==> config.mk <==
export PLATFORM = sky130hd
export DESIGN_NAME = uart_tx_mmio
export DESIGN_NICKNAME = d
export VERILOG_FILES = /design/src/rtl/f8_periph_pkg.sv /design/src/rtl/sync_fifo.sv /design/src/rtl/uart_tx_mmio.sv
export SDC_FILE = /design/constraint.sdc
export NUM_CORES = 1
export LEC_CHECK = 0
export ABC_AREA = 1
export ABC_CLOCK_PERIOD_IN_PS = 3100
export BUFFER_PORTS_ARGS = -buffer_cell sky130_fd_sc_hd__buf_2
export CORE_MARGIN = 5
export CORE_UTILIZATION = 55
export CTS_CLUSTER_SIZE = 30
export DETAILED_ROUTE_END_ITERATION = 7
export HOLD_SLACK_MARGIN = 0.05
export PLACE_DENSITY = 0.78
export RECOVER_POWER = 100
export REMOVE_ABC_BUFFERS = 1
export SETUP_SLACK_MARGIN = 0.4
export SLEW_MARGIN = 20
export SYNTH_ARGS = -nofsm -noshare
export SYNTH_HDL_FRONTEND = slang
export SYNTH_SLANG_ARGS = --single-unit
==> constraint.sdc <==
create_clock -name clk -period 3.1 [get_ports clk]
set_input_delay 0.465 -clock clk [delete_from_list [all_inputs] [get_ports clk]]
set_output_delay 0.465 -clock clk [all_outputs]
set_load 0.02 [all_outputs]
==> src/rtl/f8_periph_pkg.sv <==
// Shared constants and types for the f8 test-system peripherals.
// Register offsets are byte offsets from a peripheral's word-aligned base.
package f8_periph_pkg;

  localparam logic [15:0] UART_DATA_OFS = 16'd0;
  localparam logic [15:0] UART_STAT_OFS = 16'd2;

  localparam int STAT_FULL_BIT  = 0;
  localparam int STAT_EMPTY_BIT = 1;
  localparam int STAT_BUSY_BIT  = 2;
  localparam int STAT_OVF_BIT   = 3;
  localparam int STAT_CNT_LSB   = 8;

  typedef enum logic [1:0] {IDLE, START, DATA, STOP} uart_tx_state_t;

  // The status word has a 4-bit count field; deeper FIFOs report 15.
  function automatic logic [3:0] sat_count4(input int unsigned c);
    return (c > 15) ? 4'hf : c[3:0];
  endfunction

endpackage

==> src/rtl/sync_fifo.sv <==
// Single-clock FIFO with first-word fall-through read and occupancy count.
// Pushes to a full FIFO and pops from an empty one are ignored.
module sync_fifo #(
  parameter int WIDTH = 8,
  parameter int DEPTH = 8
) (
  input  logic                   clk,
  input  logic                   rst_n,
  input  logic                   i_push,
  input  logic                   i_pop,
  input  logic [WIDTH-1:0]       i_wdata,
  output logic [WIDTH-1:0]       o_rdata,
  output logic                   o_full,
  output logic                   o_empty,
  output logic [$clog2(DEPTH):0] o_count
);

  localparam int AW = $clog2(DEPTH);

  logic [WIDTH-1:0] r_mem [DEPTH];
  logic [AW-1:0]    r_wr_ptr;
  logic [AW-1:0]    r_rd_ptr;
  logic [AW:0]      r_count;
  logic             w_push_ok;
  logic             w_pop_ok;

  assign o_full    = (r_count == (AW+1)'(DEPTH));
  assign o_empty   = (r_count == '0);
  assign o_count   = r_count;
  assign o_rdata   = r_mem[r_rd_ptr];
  assign w_push_ok = i_push && !o_full;
  assign w_pop_ok  = i_pop && !o_empty;

  always_ff @(posedge clk) begin
    if (w_push_ok) r_mem[r_wr_ptr] <= i_wdata;
  end

  // DEPTH is a power of two, so the pointers wrap on their own.
  always_ff @(posedge clk or negedge rst_n) begin
    if (!rst_n) begin
      r_wr_ptr <= '0;
      r_rd_ptr <= '0;
      r_count  <= '0;
    end else begin
      if (w_push_ok) r_wr_ptr <= r_wr_ptr + AW'(1);
      if (w_pop_ok)  r_rd_ptr <= r_rd_ptr + AW'(1);
      r_count <= r_count + (AW+1)'(w_push_ok) - (AW+1)'(w_pop_ok);
    end
  end

endmodule

==> src/rtl/uart_tx_mmio.sv <==
// Memory-mapped 8N1 transmit UART: DATA writes feed a FIFO drained by the
// serialiser; STATUS reads expose FIFO/FSM state, STATUS bit0 write clears overflow.
module uart_tx_mmio
  import f8_periph_pkg::*;
#(
  parameter logic [15:0] BASE_ADDR  = 16'hff00,
  parameter int          CLK_DIV    = 16,
  parameter int          FIFO_DEPTH = 8,
  parameter bit          SIM_ECHO   = 1'b1
) (
  input  logic        clk,
  input  logic        reset_n,
  input  logic [15:0] dwrite_addr,
  input  logic [15:0] dwrite_data,
  input  logic        dwrite_en,
  input  logic [15:0] dread_addr,
  output logic        status_sel,
  output logic [15:0] status_data,
  output logic        txd,
  output logic        tx_idle
);

  localparam int TW = $clog2(CLK_DIV);
  localparam int CW = $clog2(FIFO_DEPTH) + 1;
  localparam logic [15:0]   DATA_ADDR  = BASE_ADDR + UART_DATA_OFS;
  localparam logic [15:0]   STAT_ADDR  = BASE_ADDR + UART_STAT_OFS;
  localparam logic [TW-1:0] TIMER_LOAD = TW'(CLK_DIV - 1);

  uart_tx_state_t r_state, w_state_next;
  logic [TW-1:0]  r_timer, w_timer_next;
  logic [2:0]     r_bit_idx, w_bit_idx_next;
  logic [7:0]     r_shift, w_shift_next;
  logic           r_overflow;
  logic           w_pop;
  logic           w_data_wr;
  logic           w_stat_wr;
  logic           w_full;
  logic           w_empty;
  logic [7:0]     w_rdata;
  logic [CW-1:0]  w_count;
  logic           w_unused;

  assign w_data_wr = dwrite_en && (dwrite_addr[15:1] == DATA_ADDR[15:1]);
  assign w_stat_wr = dwrite_en && (dwrite_addr[15:1] == STAT_ADDR[15:1]);
  assign w_unused  = ^{dwrite_data[15:8], dwrite_addr[0], dread_addr[0]};

  sync_fifo #(.WIDTH(8), .DEPTH(FIFO_DEPTH)) u_fifo (
    .clk     (clk),
    .rst_n   (reset_n),
    .i_push  (w_data_wr),
    .i_pop   (w_pop),
    .i_wdata (dwrite_data[7:0]),
    .o_rdata (w_rdata),
    .o_full  (w_full),
    .o_empty (w_empty),
    .o_count (w_count)
  );

  // A push and an overflow clear can never coincide: they decode different words.
  always_ff @(posedge clk or negedge reset_n) begin
    if (!reset_n) begin
      r_overflow <= 1'b0;
    end else if (w_data_wr && w_full) begin
      r_overflow <= 1'b1;
    end else if (w_stat_wr && dwrite_data[0]) begin
      r_overflow <= 1'b0;
    end
  end

  always_ff @(posedge clk or negedge reset_n) begin
    if (!reset_n) begin
      r_state   <= IDLE;
      r_timer   <= '0;
      r_bit_idx <= '0;
      r_shift   <= '0;
    end else begin
      r_state   <= w_state_next;
      r_timer   <= w_timer_next;
      r_bit_idx <= w_bit_idx_next;
      r_shift   <= w_shift_next;
    end
  end

  always_comb begin
    w_state_next   = r_state;
    w_timer_next   = r_timer;
    w_bit_idx_next = r_bit_idx;
    w_shift_next   = r_shift;
    w_pop          = 1'b0;
    case (r_state)
      IDLE: begin
        if (!w_empty) begin
          w_pop        = 1'b1;
          w_shift_next = w_rdata;
          w_timer_next = TIMER_LOAD;
          w_state_next = START;
        end
      end
      START: begin
        if (r_timer == '0) begin
          w_timer_next   = TIMER_LOAD;
          w_bit_idx_next = 3'd0;
          w_state_next   = DATA;
        end else begin
          w_timer_next = r_timer - TW'(1);
        end
      end
      DATA: begin
        if (r_timer == '0) begin
          w_timer_next = TIMER_LOAD;
          if (r_bit_idx == 3'd7) begin
            w_state_next = STOP;
          end else begin
            w_shift_next   = {1'b0, r_shift[7:1]};
            w_bit_idx_next = r_bit_idx + 3'd1;
          end
        end else begin
          w_timer_next = r_timer - TW'(1);
        end
      end
      STOP: begin
        // Chain straight into the next start bit so queued frames have no gap.
        if (r_timer == '0) begin
          if (!w_empty) begin
            w_pop        = 1'b1;
            w_shift_next = w_rdata;
            w_timer_next = TIMER_LOAD;
            w_state_next = START;
          end else begin
            w_state_next = IDLE;
          end
        end else begin
          w_timer_next = r_timer - TW'(1);
        end
      end
      default: w_state_next = IDLE;
    endcase
  end

  always_comb begin
    txd = 1'b1;
    case (r_state)
      START:   txd = 1'b0;
      DATA:    txd = r_shift[0];
      default: txd = 1'b1;
    endcase
  end

  assign tx_idle    = w_empty && (r_state == IDLE);
  assign status_sel = (dread_addr[15:1] == STAT_ADDR[15:1]);

  always_comb begin
    status_data = 16'h0000;
    if (status_sel) begin
      status_data[STAT_FULL_BIT]                = w_full;
      status_data[STAT_EMPTY_BIT]               = w_empty;
      status_data[STAT_BUSY_BIT]                = (r_state != IDLE);
      status_data[STAT_OVF_BIT]                 = r_overflow;
      status_data[STAT_CNT_LSB+3:STAT_CNT_LSB]  = sat_count4(32'(w_count));
    end
  end

`ifndef SYNTHESIS
  generate
    if (SIM_ECHO) begin : g_echo
      always_ff @(posedge clk) begin
        if (w_pop) $write("%c", w_rdata);
      end
    end
  endgenerate
`endif

endmodule

### Word-level counts from Yosys, hierarchy flattened

Memory sizes are Yosys's and may differ from the RTL's.
Cells that the tools add are included.

* memories kept: 1
* bits in writable memories: 64
* output and inout port bits: 19
* register bits after elaboration: 28

Memories
* u_fifo.r_mem: words 8, bits a word 8, read ports 1, clocked after memory_dff 0, wr ports 1, line sync_fifo.sv:20 `logic [WIDTH-1:0] r_mem [DEPTH];`

* multiplexer cells: 30
* reduce and logical (&&, ||, !) cells: 20
* equal/unequal tests: 14
* $add $sub $neg: 6

Operators with widths (number)
* $eq A15 B15 Y1 const B: 3
* $mux W8: 4
* $pmux W8 S3: 1
* $mux W4: 5
* $ne A2 B2 Y1 const B: 6
* $pmux W4 S3: 1
* $mux W2: 5
* $add A3 B1 Y3 const B: 3
* $mux W3: 3
* $logic_not A4 Y1: 2
* $pmux W2 S4: 1
* $reduce_and A4 Y1: 2
* $logic_and A1 B1 Y1: 7
* $mux W1: 7
* $pmux W3 S2: 1
* $reduce_bool A2 Y1: 3
* $reduce_and A5 Y1: 1
* $add A4 B1 Y4: 1
* $eq A2 B2 Y1 const B: 2
* $eq A4 B4 Y1 const B: 1
* $pmux W1 S2: 2
* $sub A4 B1 Y4: 1
* $sub A4 B1 Y4 const B: 1
* $eq A3 B3 Y1 const B: 1
* 5 further kinds: 6

### Depth between registers and ports, before layout

* depth after elaboration: 6
* gate-level depth with buffers: 13

### Cells and area by module

Synthesis repeated with hierarchy kept, for this count alone.

* cell total of the unflattened synthesis: 562
* area total of the unflattened synthesis: 4948.5 sq um

By module, submodules not included
* sync_fifo: cells each 347, instances 1, area each 3479.6 sq um, sequential area each 2172.1 sq um
* uart_tx_mmio: cells each 215, instances 1, area each 1468.9 sq um, sequential area each 450.4 sq um

### Least setup slack after synthesis

OpenSTA, ideal clock, no wires.

* kind: reg-to-reg
* start: reg u_fifo.r_count[2], in the netlist u_fifo.o_count[2]
* end: reg u_fifo.r_count[2], in the netlist u_fifo.o_count[2]
* arrival time: 2.080 ns
* setup slack: 0.898 ns
* path buffers: 0
* cell stages (with the launch flop): 14
* cell sequence: dfrtp_1 -> inv_1 -> ha_1 -> nand2_2 -> nand2_1 -> o21ai_1 -> nand2_1 -> inv_1 -> ha_1 -> inv_1 -> ha_1 -> inv_1 -> fa_1 -> xnor2_1

* longest elaborated chain between the ends: 6
* elaborated cells on any way between the ends: 11
* those cells by class: 2 x add/sub; 1 x eq/ne; 3 x mux; 5 x reduce/logical

Ends and longest elaborated chain
* start, declared: line sync_fifo.sv:23 `logic [AW:0] r_count;`
* start signal, assigned: line sync_fifo.sv:47 `r_count <= r_count + (AW+1)'(w_push_ok) - (AW+1)'(w_pop_ok);`
* $logic_not A4 Y1 (*): line sync_fifo.sv:28 `assign o_empty = (r_count == '0);`
* $mux W1: line uart_tx_mmio.sv:92, uart_tx_mmio.sv:124
* $mux W1: line uart_tx_mmio.sv:123 `if (r_timer == '0) begin`
* $pmux W1 S2: line uart_tx_mmio.sv:90 `case (r_state)`
* $logic_and A1 B1 Y1 (*): line sync_fifo.sv:32 `assign w_pop_ok = i_pop && !o_empty;`
* via u_fifo.w_pop_ok: line sync_fifo.sv:25 `logic w_pop_ok;`
* $sub A4 B1 Y4 (*): line sync_fifo.sv:47

The timed path passes the listed nets; every way through them passes the cells marked *.
A chain may end at the register's enable or synchronous reset.

### Worst setup path in the final report

* start: reg u_fifo.r_count[1], in the netlist u_fifo.o_count[1]
* end: reg u_fifo.r_count[2], in the netlist u_fifo.o_count[2]

The elaborated chain is that of the path after synthesis.

==> results.md <==
- Run status: finished with violations
- Failing checks: max-capacitance violations, max-slew violations
- Clk slew on worst S/H paths: 90 ps
- Initial DRC Count: 185
- Distinct cells, synth: 32
- Final worst-path cycle share: 83.5%
- Sequential Power Share: 59.0%
- Remaining Overflow, GRT: 0
- Static Leak: 0.00211 uW
- CTS Buf Count: 9
- Comb pwr share: 3.9%
- DRT Pass-1 Iters: 4
- Slew Viols, Final: 29
- Post-synthesis async set-or-reset flop share: 30.4%
- DR DRC count: 0
- Max FO, Critical Path: 7
- Setup Skew: 10.2 ps
- Placed inst area: 0.00483 sq mm
- P per Cell Area: 452 mW/mm^2
- EDFF count, synth: 64
- Synth Warn #: 0
- DRT Wirelength: 8960 um
- Maximum VDD drop: 0.458 mV
- H-tree lvl count: 3
- Slew headroom: -3.81%
- Avg Cell Area, Syn: 9.79 sq um
- Cell family with most CP delay: adder cells
- Synth top cells by count: nand2_1, nand3_1, edfxtp_1
- CP Cell Sequence: nor2_1 > nand2_1 > nand2_1 > o21ai_0 > nand2_1 > inv_1 > ha_1 > inv_1 > ha_1 > inv_1 > fa_1 > xnor2_1
- Pin count of the biggest net entering global routing: 34
- ANT nets after route: 0
- Die area: 0.0100 sq mm
- CP Buf/Inv Count: 3
- Antenna cell count: 0
- Syn Inst Count: 456
- Highest Clock Rate: 387 MHz
- IO Pins: 70
- Top-area cell type share of the netlist area: 43.0%
- Seq/Total Area, Yosys: 58.7%
- CTS root buf: clkbuf_8
- Slew @ Worst Pin: 1560 ps
- Main synth FF type: edfxtp_1
- Switching Fraction: 22.4%
- Crit end category: register
- Worst-Skew Late Latency: 360 ps
- Final nets: 585
- Max incr delay on CP: 450 ps
- Vias per std cell: 5.26
- Initial Util: 57.2%
- P_int: 1740 uW
- Post-Layout Cell Count: 623
- TritonCTS clock tree: yes
- Wirelength per Cell: 14.4 um
- Initial antenna violation count: 0
- Final instance area: 0.00497 sq mm
- Gr usage total: 19.3%
- Hold Buf Count CTS: 0
- Most common cell in the netlist: nand2_1
- Max clock buf depth: 2
- Area Overhead vs Synth: 11.2%
- Die Height: 100 um
- CP arrival: 2840 ps
- Ranking of synthesized cells by area: edfxtp_1, dfrtp_1, nand2_1
- Hold WC Path Type: in -> reg
- Core ar.: 0.00781 sq mm
- Fin. Hold Viols: 0
- Util after Layout: 63.6%
- Startpoint Class: register
- Layout cells sized above 1: 11.5%
- Fill count: 628
- RSZ-0062 raised after global routing: false
- Setup Viol. Count Final: 0
- Die Span X: 100 um
- Yosys top cell by area: edfxtp_1
- Clk pwr share: 37.0%
- Global-route wire length before repair: 15200 um
- Clock Sinks: 92
- Row count: 32
- Post-Route Setup TNS: 0 ps
- Port buffer count: 51
- Post-CTS sizing: 0
- WS Path Type: reg -> reg
- Slowest CP cell: dfrtp_1
- Sw power: 503 uW
- Maxcap violations: 1
- Mapped Area: 0.00446 sq mm
- CP Data Required Time: 3360 ps
- Seq cells post-synth: 92
- Placer Congestion: 0.771
- Vias in the first global route: 3255
- Placed Cells: 607
- Hpwl dp: 6300 um
- Vias: 3276
- Post-CTS Setup Inserts: 0
- Fin crit period: 2590 ps
-- area by class of cell --
| type | instances | area, sq um | area share [%] |
|---|---|---|---|
| repair buffers | 62 | 279 | 5.62 |
| clock buffers | 9 | 124 | 2.49 |
| flip-flops and latches | 92 | 2620 | 52.8 |
| multi-input cells | 313 | 1590 | 32.0 |
| well taps | 102 | 128 | 2.57 |
| inverters | 38 | 143 | 2.87 |
| clock inverters | 7 | 81.3 | 1.64 |
-- state kept, by name (all words and copies together), names as in the netlist --
signal,cells
u_fifo.r_mem,64
r_shift,8
r_timer,4
u_fifo.o_count,4
r_bit_idx,3
u_fifo.r_rd_ptr,3
u_fifo.r_wr_ptr,3
r_state,2
r_overflow,1
-- path summary, 6_finish.rpt --
check                                        from            endpoint  slack (ps)  cells past startpoint
worst min register to register         r_shift[5]          r_shift[5]         510                      2
worst min-delay path                    dwrite_en  u_fifo.r_wr_ptr[0]         380                      3
worst max register to register  u_fifo.o_count[1]   u_fifo.o_count[2]         510                     12
min in group asynchronous                 reset_n          r_shift[3]         470                      1
max in group asynchronous                 reset_n  u_fifo.r_wr_ptr[0]        1720                      1
worst max-delay path            u_fifo.o_count[1]   u_fifo.o_count[2]         510                     12
-- worst register-to-register path, cell delays in order, from the launching register on --
cell	delay (ps)
dfrtp_1	450
nor2_1	240
nand2_1	210
nand2_1	150
o21ai_0	110
nand2_1	180
inv_1	90
ha_1	290
inv_1	50
ha_1	160
inv_1	60
fa_1	370
xnor2_1	130
-- cells in the final DEF, fill, tap and decap left out, drive strengths merged, types with 8 or more instances in the layout --
cell / count
o21ai: 21
edfxtp: 64
clkbuf: 38
nor3: 9
nand2: 134
dfrtp: 28
nand3: 65
inv: 42
buf: 33
conb: 8
nor2: 30
ha: 17
a21oi: 10
-- power by group through the flow --
stage | logic, uW | registers, uW | clock network [uW]
after floorplan | 44.4 | 1350 | 0
after global placement | 88.2 | 1350 | 0
after detailed placement | 92.2 | 1350 | 0
after CTS | 92.4 | 1330 | 846
after global routing | 106 | 1330 | 910
final | 88.1 | 1330 | 832
-- logic make-up (layout without fill, tap and decap cells) --
logic type	count (synthesis)	after routing	share of synthesized area [%]
AND/OR/NAND/NOR	248	248	24.9
flip-flops	92	92	58.7
buffers and inverters	58	116	5.97
AO/OA/AOI/OAI	32	32	3.73
adder cells (fa/ha/maj)	18	18	5.21
XOR/XNOR	7	7	1.37
other	1	8	0.0840
-- metal layers --
metal	GRT usage [%]	share of wire, %	vias to the layer above
li1	-	-	1641
met1	25.7	43	1540
met2	31.7	50	81
met3	3.96	5.2	14
met4	6.84	1.7	0
met5	0	0	-
-- stage by stage --
| step | hold slack, ps | power [uW] | setup slack, ps |
|---|---|---|---|
| 5_1_grt | 389 | 2340 | 220 |
| 2_1_floorplan | 169 | 1400 | 898 |
| 3_3_place_gp | 473 | 1440 | 729 |
| 3_5_place_dp | 487 | 1450 | 657 |
| 6_report | 379 | 2250 | 513 |
| 4_1_cts | 129 | 2260 | 640 |
(Power assumes the default switching activity.)
